File: src/rtl/ro_sample_uart_rx_if.sv
// Receiver-side bundle for the ring-oscillator sensor UART link.
// The DUT takes the slave view; the capture logic (or bench) takes master.
interface ro_sample_uart_rx_if #(
    parameter int WORD_BYTES = 3
);
    logic                    rx;
    logic [7:0]              byte_data;
    logic                    byte_valid;
    logic [8*WORD_BYTES-1:0] word;
    logic                    word_valid;
    logic                    frame_err;
    logic                    timeout_err;
    logic                    busy;

    modport master (
        output rx,
        input  byte_data, byte_valid, word, word_valid,
        input  frame_err, timeout_err, busy
    );

    modport slave (
        input  rx,
        output byte_data, byte_valid, word, word_valid,
        output frame_err, timeout_err, busy
    );
endinterface

File: src/rtl/ro_sample_uart_rx.sv
// 8N1 UART receiver for the ring-oscillator sensor link; bytes are
// reassembled LSB-first into WORD_BYTES-wide sample words.
module ro_sample_uart_rx #(
    parameter int CLK_FREQ     = 10000,
    parameter int BAUD         = 1000,
    parameter int WORD_BYTES   = 3,
    parameter int TIMEOUT_BITS = 20
) (
    input  logic clk,
    input  logic rst,
    ro_sample_uart_rx_if.slave bus
);
    localparam int CPB  = CLK_FREQ / BAUD;
    localparam int HALF = CPB / 2;
    localparam int WW   = 8 * WORD_BYTES;
    localparam int TO   = TIMEOUT_BITS * CPB;
    localparam int CW   = $clog2(CPB);
    localparam int TW   = $clog2(TO);
    localparam int IW   = (WORD_BYTES > 1) ? $clog2(WORD_BYTES) : 1;

    typedef enum logic [2:0] {IDLE, START, DATA, STOP, BRK} state_t;

    state_t          state_q, state_d;
    logic [1:0]      sync_q;
    logic [CW-1:0]   bcnt_q, bcnt_d;
    logic [2:0]      nbit_q, nbit_d;
    logic [7:0]      shift_q, shift_d;
    logic [IW-1:0]   idx_q, idx_d;
    logic [WW-1:0]   shadow_q, shadow_d;
    logic [TW-1:0]   tcnt_q, tcnt_d;
    logic [7:0]      byte_q, byte_d;
    logic [WW-1:0]   word_q, word_d;
    logic            bv_q, bv_d, wv_q, wv_d;
    logic            fe_q, fe_d, te_q, te_d;
    logic            busy_q;
    logic            rx_s;

    assign rx_s = sync_q[1];

    always_comb begin
        state_d  = state_q;
        bcnt_d   = bcnt_q;
        nbit_d   = nbit_q;
        shift_d  = shift_q;
        idx_d    = idx_q;
        shadow_d = shadow_q;
        tcnt_d   = tcnt_q;
        byte_d   = byte_q;
        word_d   = word_q;
        bv_d     = 1'b0;
        wv_d     = 1'b0;
        fe_d     = 1'b0;
        te_d     = 1'b0;
        unique case (state_q)
            IDLE: begin
                // a start edge wins over a timeout landing on the same cycle
                if (!rx_s) begin
                    state_d = START;
                    bcnt_d  = CW'(HALF - 1);
                    tcnt_d  = '0;
                end else if (idx_q != '0) begin
                    if (tcnt_q == TW'(TO - 1)) begin
                        te_d     = 1'b1;
                        idx_d    = '0;
                        shadow_d = '0;
                        tcnt_d   = '0;
                    end else begin
                        tcnt_d = tcnt_q + 1'b1;
                    end
                end
            end
            START: begin
                if (bcnt_q == '0) begin
                    if (rx_s) begin
                        state_d = IDLE;
                    end else begin
                        state_d = DATA;
                        bcnt_d  = CW'(CPB - 1);
                        nbit_d  = '0;
                    end
                end else begin
                    bcnt_d = bcnt_q - 1'b1;
                end
            end
            DATA: begin
                if (bcnt_q == '0) begin
                    shift_d = {rx_s, shift_q[7:1]};
                    bcnt_d  = CW'(CPB - 1);
                    if (nbit_q == 3'd7) state_d = STOP;
                    else nbit_d = nbit_q + 1'b1;
                end else begin
                    bcnt_d = bcnt_q - 1'b1;
                end
            end
            STOP: begin
                if (bcnt_q == '0) begin
                    if (rx_s) begin
                        state_d = IDLE;
                        bv_d    = 1'b1;
                        byte_d  = shift_q;
                        tcnt_d  = '0;
                        for (int k = 0; k < WORD_BYTES; k++) begin
                            if (idx_q == IW'(k)) shadow_d[8*k +: 8] = shift_q;
                        end
                        if (idx_q == IW'(WORD_BYTES - 1)) begin
                            word_d = shadow_d;
                            wv_d   = 1'b1;
                            idx_d  = '0;
                        end else begin
                            idx_d = idx_q + 1'b1;
                        end
                    end else begin
                        state_d = BRK;
                        fe_d    = 1'b1;
                        idx_d   = '0;
                    end
                end else begin
                    bcnt_d = bcnt_q - 1'b1;
                end
            end
            BRK: begin
                if (rx_s) state_d = IDLE;
            end
            default: state_d = IDLE;
        endcase
    end

    always_ff @(posedge clk or posedge rst) begin
        if (rst) begin
            state_q  <= IDLE;
            sync_q   <= 2'b11;
            bcnt_q   <= '0;
            nbit_q   <= '0;
            shift_q  <= '0;
            idx_q    <= '0;
            shadow_q <= '0;
            tcnt_q   <= '0;
            byte_q   <= '0;
            word_q   <= '0;
            bv_q     <= 1'b0;
            wv_q     <= 1'b0;
            fe_q     <= 1'b0;
            te_q     <= 1'b0;
            busy_q   <= 1'b0;
        end else begin
            state_q  <= state_d;
            sync_q   <= {sync_q[0], bus.rx};
            bcnt_q   <= bcnt_d;
            nbit_q   <= nbit_d;
            shift_q  <= shift_d;
            idx_q    <= idx_d;
            shadow_q <= shadow_d;
            tcnt_q   <= tcnt_d;
            byte_q   <= byte_d;
            word_q   <= word_d;
            bv_q     <= bv_d;
            wv_q     <= wv_d;
            fe_q     <= fe_d;
            te_q     <= te_d;
            busy_q   <= (state_d != IDLE);
        end
    end

    assign bus.byte_data   = byte_q;
    assign bus.byte_valid  = bv_q;
    assign bus.word        = word_q;
    assign bus.word_valid  = wv_q;
    assign bus.frame_err   = fe_q;
    assign bus.timeout_err = te_q;
    assign bus.busy        = busy_q;
endmodule
File: src/flat_wrapper.sv
// flat-port wrapper written by rule: the top's interface ports become plain ports
module ro_sample_uart_rx_flat 
#(
    parameter int CLK_FREQ     = 10000,
    parameter int BAUD         = 1000,
    parameter int WORD_BYTES   = 3,
    parameter int TIMEOUT_BITS = 20
)
  (clk, rst, bus_rx, bus_byte_data, bus_byte_valid, bus_word, bus_word_valid, bus_frame_err, bus_timeout_err, bus_busy);
  ro_sample_uart_rx_if #(.WORD_BYTES(WORD_BYTES)) bus_i ();
  input  logic clk;
  input  logic rst;
  input wire logic [$bits(bus_i.rx)-1:0] bus_rx;
  output wire logic [$bits(bus_i.byte_data)-1:0] bus_byte_data;
  output wire logic [$bits(bus_i.byte_valid)-1:0] bus_byte_valid;
  output wire logic [$bits(bus_i.word)-1:0] bus_word;
  output wire logic [$bits(bus_i.word_valid)-1:0] bus_word_valid;
  output wire logic [$bits(bus_i.frame_err)-1:0] bus_frame_err;
  output wire logic [$bits(bus_i.timeout_err)-1:0] bus_timeout_err;
  output wire logic [$bits(bus_i.busy)-1:0] bus_busy;
  assign bus_i.rx = bus_rx;
  assign bus_byte_data = bus_i.byte_data;
  assign bus_byte_valid = bus_i.byte_valid;
  assign bus_word = bus_i.word;
  assign bus_word_valid = bus_i.word_valid;
  assign bus_frame_err = bus_i.frame_err;
  assign bus_timeout_err = bus_i.timeout_err;
  assign bus_busy = bus_i.busy;
  ro_sample_uart_rx #(.CLK_FREQ(CLK_FREQ), .BAUD(BAUD), .WORD_BYTES(WORD_BYTES), .TIMEOUT_BITS(TIMEOUT_BITS)) u_core (.clk(clk), .rst(rst), .bus(bus_i));
endmodule
File: config.mk
export PLATFORM = sky130hd
export DESIGN_NAME = ro_sample_uart_rx_flat
export DESIGN_NICKNAME = d
export VERILOG_FILES = /design/src/rtl/ro_sample_uart_rx_if.sv /design/src/rtl/ro_sample_uart_rx.sv /design/src/flat_wrapper.sv
export SDC_FILE = /design/constraint.sdc
export NUM_CORES = 1
export LEC_CHECK = 0
export BUFFER_PORTS_ARGS = -buffer_cell sky130_fd_sc_hd__buf_2
export CAP_MARGIN = 5
export CORE_ASPECT_RATIO = 1.1
export CORE_MARGIN = 2
export CORE_UTILIZATION = 57
export CTS_BUF_LIST = sky130_fd_sc_hd__clkbuf_4 sky130_fd_sc_hd__clkbuf_8 sky130_fd_sc_hd__clkbuf_16
export CTS_CLUSTER_DIAMETER = 40
export CTS_CLUSTER_SIZE = 28
export DETAILED_ROUTE_END_ITERATION = 10
export GPL_TIMING_DRIVEN = 0
export PLACE_DENSITY_LB_ADDON = 0.15
export SLEW_MARGIN = 25
export SYNTH_ARGS = -nofsm -noshare
export SYNTH_HDL_FRONTEND = slang
export SYNTH_SLANG_ARGS = --single-unit
File: constraint.sdc
create_clock -name clk -period 3.15 [get_ports clk]
set_input_delay 0.315 -clock clk [delete_from_list [all_inputs] [get_ports clk]]
set_output_delay 0.315 -clock clk [all_outputs]
set_load 0.01 [all_outputs]
; ---- Word-level counts from Yosys, hierarchy flattened
; Index checks and enable logic that the tools add are counted.
; W data, S select, Z words.
[totals]
regBits = 91
latch_bits = 0
ramBits = 0
mem_bits_ro = 0
output_inout_bits = 37
n_memories = 0
[classes]
addsub = 4
multipliers = 0
n_div = 0
magnitude_cmp = 0
eq_ne = 21
shift = 0
mux = 56
bitwise = 0
reduce_logical = 16
[ops]
columns = cell, n
row1 = $mux W24, 5
row2 = $mux W8, 8
row3 = $pmux W24 S2, 1
row4 = $mux W3, 11
row5 = $mux W4, 5
row6 = $pmux W4 S4, 1
row7 = $pmux W8 S2, 1
row8 = $pmux W3 S5, 1
row9 = $mux W1, 14
row10 = $mux W2, 7
row11 = $ne A2 B1 Y1 const B, 7
row12 = $reduce_and A4 Y1, 3
row13 = $reduce_and A5 Y1, 2
row14 = $add A8 B1 Y8 const B, 1
row15 = $eq A8 B8 Y1 const B, 1
row16 = $ne A2 B2 Y1 const B, 4
row17 = $eq A3 B2 Y1 const B, 2
row18 = $eq A3 B3 Y1 const B, 2
row19 = $ne A3 B3 Y1 const B, 2
row20 = $pmux W3 S2, 1
row21 = $reduce_and A6 Y1, 1
row22 = $reduce_bool A2 Y1, 3
row23 = $logic_not A4 Y1, 1
row24 = $pmux W2 S2, 1
row25 = other kinds (12), 12

; ---- Longest topological paths before layout
[logic_depth]
word_depth = 5
depth_mapped = 8

; ---- Worst setup path after synthesis
; Ideal clock, no wire load.
[synth_path]
path_kind = flip-flop to flip-flop
from = register u_core.bcnt_q[0]
to = register u_core.bcnt_q[0]
arrival_time_ns = 1.741
required_ns = 3.025
slack_ns = 1.284
stages_incl_launch_ff = 7
path_buffers = 0
path_cell_list = dfrtp_1 inv_1 ha_1 or3b_1 a211oi_2 or2_1 mux2_2
[synth_between]
elab_chain_len = 3
[synth_lines]
columns = item, line_no
row1 = start: declaration, ro_sample_uart_rx.sv:25  ; logic [CW-1:0] bcnt_q, bcnt_d;
row2 = start signal: assignment, ro_sample_uart_rx.sv:148  ; bcnt_q <= bcnt_d;
row3 = $sub A4 B1 Y4 / $logic_not A4 Y1 (equally long branches), -
row4 = $mux W4 (tied with other cells), ro_sample_uart_rx.sv:96  ; if (bcnt_q == '0) begin
row5 = $pmux W4 S4 / $reduce_and A4 Y1 (equally long branches), -
; Several ways; a longest one is shown, not always the timed one. The select of a mux whose other input is x is not followed.
; A chain may end at the register's enable or synchronous reset.

; ---- Worst setup path in the final report
[layout_path]
from = register u_core.bcnt_q[0]
to = register u_core.shadow_q[3]
[layout_between]
elab_chain_len = 3
[layout_lines]
columns = item, line_no
row1 = $logic_not A4 Y1, ro_sample_uart_rx.sv:96
row2 = $ne A2 B1 Y1 (no source line), -
row3 = $reduce_and A6 Y1 (no source line), -
row4 = end signal: assignment, ro_sample_uart_rx.sv:152  ; shadow_q <= shadow_d;
row5 = end: declaration, ro_sample_uart_rx.sv:29  ; logic [WW-1:0] shadow_q, shadow_d;
; Every way passes these cells.

==> qor.yml <==
outcome:
  outcome: "completed"
worst_setup_path:
  crit_slowest_cell: "nor3_2"
  path_max_fanout: 10
  arrival_ps: 2430
  path_buf_inv: 2
  crit_type: "reg -> reg"
  cp_cell_sequence: "inv_1, ha_1, and4bb_2, nand2_1, clkbuf_1, nor3_2, a22o_1"
  critPathTopFamily: "simple AND/OR/NAND/NOR gates"
  cp-end-kind: "register"
  cp.required_ps: 3440
  max_stage_delay_ps: 510
  worst_setup_path_start_kind: "register"
power:
  ir_drop_mv: 0.4328
  power.net_switching_uw: 837.3
  leakage_uw: 0.002166
  swShare_pct: 31.41
  p_per_area_nw_per_um2: 658.5
  pwr-share-comb_pct: 22.0
  pwr-share-clk_pct: 29.0
  pwr-share-seq_pct: 49.0
  p_int_uw: 1829
yosys:
  yosysWarnings: 0
  synth_edf_count: 0
  synth_seq_area_share_pct: 58.92
  yosys.area.top_type: "dfrtp_1"
  synth.area.top_cells: "dfrtp_1, nand2_1, a22o_1"
  yosysUniqueCellTypes: 46
  synth_top_cell_area_share_pct: 57.43
  async_flop_share_pct: 100.0
  synthFlopType: "dfrtp_1"
  syn-num-nets: 351
  syn_inst: 343
  synth.avg_cell_area_um2: 10.29
  syn_area_um2: 3530
  synth-seq-cells: 83
cells_and_area:
  antenna_cells: 0
  final_cell_mix: "nand2_1, dfrtp_1, buf_2"
  layout_commonest_cell: "nand2_1"
  drive_gt1_share_pct: 20.10
  fin_area_um2: 4049
  nets: 402
  utilization_pct: 66.58
  area_growth_pct: 14.71
timing:
  finalCritPeriodShare_pct: 68.00
  fmax_mhz: 466.8
  finalMaxSlewViolations: 0
  worstMarginPinSlew_ps: 711.5
  fin_skew_ps: 11.66
  rsz0062_at_grt: "no"
  period_minus_slack_ps: 2142
  slew_headroom_pct: 52.47
  setup_ws_ps: 1008
  finalSetupViolCount: 0
  hold_violations: 0
global_routing:
  grt_usage_pct: 22.61
  grt_start_max_net_pins: 48
  grt_overflow: 0
  antenna_found_initial: 0
  first_global_vias: 2457
  grt_pass1_wl_um: 11840
worst_hold_path:
  hold_path.class: "in -> async"
floorplan:
  core_um2: 6081
  rows: 30
  die-area_um2: 6838
  die_h_um: 86.53
  start_util_pct: 58.05
  die_width_um: 79.03
  io_pins: 40
place:
  dp_hpwl_um: 4891
  post-place-ws_ps: 1044
  gp_congestion: 0.8302
  port_buffers: 39
  place_area_um2: 3847
detailed_routing:
  vias: 2577
  drt-vias-per-instance: 5.391
  drc: 0
  drt_first_pass_iters: 4
  drt-wirelength-per-cell_um: 14.71
  dr.first_iter.drc_count: 166
  antenna_left: 0
  routed_wl_um: 7031
cts:
  cts_setup_buffers: 0
  cts_tree: "yes"
  root_buffer: "clkbuf_8"
  cts_buffers: 9
  clock_latency_ps: 360
  clock_sinks: 83
  postCtsHoldBufs: 0
  cts-htree-levels: 3
  ctsResizeCount: 0
  clk_pin_slew_ps: 90
  clk_path_buf_depth: 2
run:
  maxCapViolations: 0
## cell families after synthesis
kind of cell / count (synthesis) / synth area share, %
fa+ha+maj: 5 / 1.772
simple gates: 161 / 20.95
mux: 11 / 3.474
flops: 83 / 58.92
compound gates: 60 / 12.26
buf+inv: 23 / 2.623
## synthesized netlist by cell type (4+ instances only)
cell      number
o21ai_0       13
nor2_1         8
o31ai_1        4
inv_1          7
buf_2          5
o22ai_1        4
a31oi_1        4
dfrtp_1       81
nor2b_1        5
nor3b_1        6
nand2b_1       4
ha_1           5
a21oi_1        4
a22o_1        17
mux2_2        10
nand2_1      115
clkbuf_1      10
## worst paths after layout
check,startpoint,endpoint,slack [ps],depth (start not counted)
worst max-delay path,u_core.bcnt_q[0],u_core.shadow_q[3],1010,7
worst min-delay path,rst,u_core.bus.word[3],20,2
worst max register to register,u_core.bcnt_q[0],u_core.shadow_q[3],1010,7
worst min register to register,u_core.sync_q[0],u_core.sync_q[1],360,0
max in group asynchronous,rst,u_core.shift_q[2],2530,3
min in group clk,bus_rx,u_core.sync_q[0],50,1
## cell type report
| cell class | instances | area (um^2) |
|---|---|---|
| Sequential cell | 83 | 2079 |
| Fill cell | 511 | 2032 |
| Multi-Input combinational cell | 237 | 1358 |
| Timing Repair Buffer | 40 | 215.2 |
| Clock buffer | 10 | 137.6 |
| Tap cell | 80 | 100.1 |
| Clock inverter | 5 | 63.81 |
| Buffer | 15 | 62.56 |
| Inverter | 8 | 32.53 |
## sequential cells by signal, indices dropped and copies added, names as in the netlist
register	count
u_core.bcnt_q	4
u_core.bus.busy	1
u_core.bus.byte_data	8
u_core.bus.byte_valid	1
u_core.bus.frame_err	1
u_core.bus.timeout_err	1
u_core.bus.word	24
u_core.bus.word_valid	1
u_core.idx_q	2
u_core.nbit_q	3
u_core.shadow_q	16
u_core.shift_q	8
u_core.state_q	3
u_core.sync_q	2
u_core.tcnt_q	8
## metrics by stage
step | cells | setup TNS (ps) | total power, uW | hold WS [ps]
floorplan | 343 | 0 | 1754 | 319.5
global placement | 462 | -15170 | 1886 | 346.0
detailed placement | 463 | 0 | 1911 | 347.5
CTS | 478 | 0 | 2679 | 29.56
global route | 478 | 0 | 2830 | 43.25
finish | 478 | 0 | 2666 | 18.69
## power by group through the flow
stage / registers (uW) / logic, uW / clock network (uW)
after global routing: 1320 / 666 / 843
after detailed placement: 1320 / 589 / 0
after CTS: 1300 / 590 / 784
final: 1310 / 586 / 774
after global placement: 1320 / 564 / 0
after floorplan: 1300 / 459 / 0
## per-layer routing
layer / wire length (um) / vias to the layer above / global-route usage (%)
met1: 3232 / 1246 / 31.17
met5: 0 / - / 0
li1: - / 1271 / -
met3: 237 / 11 / 4.375
met4: 114 / 0 / 8.464
met2: 3447 / 49 / 35.98
(Power assumes the default switching activity.)
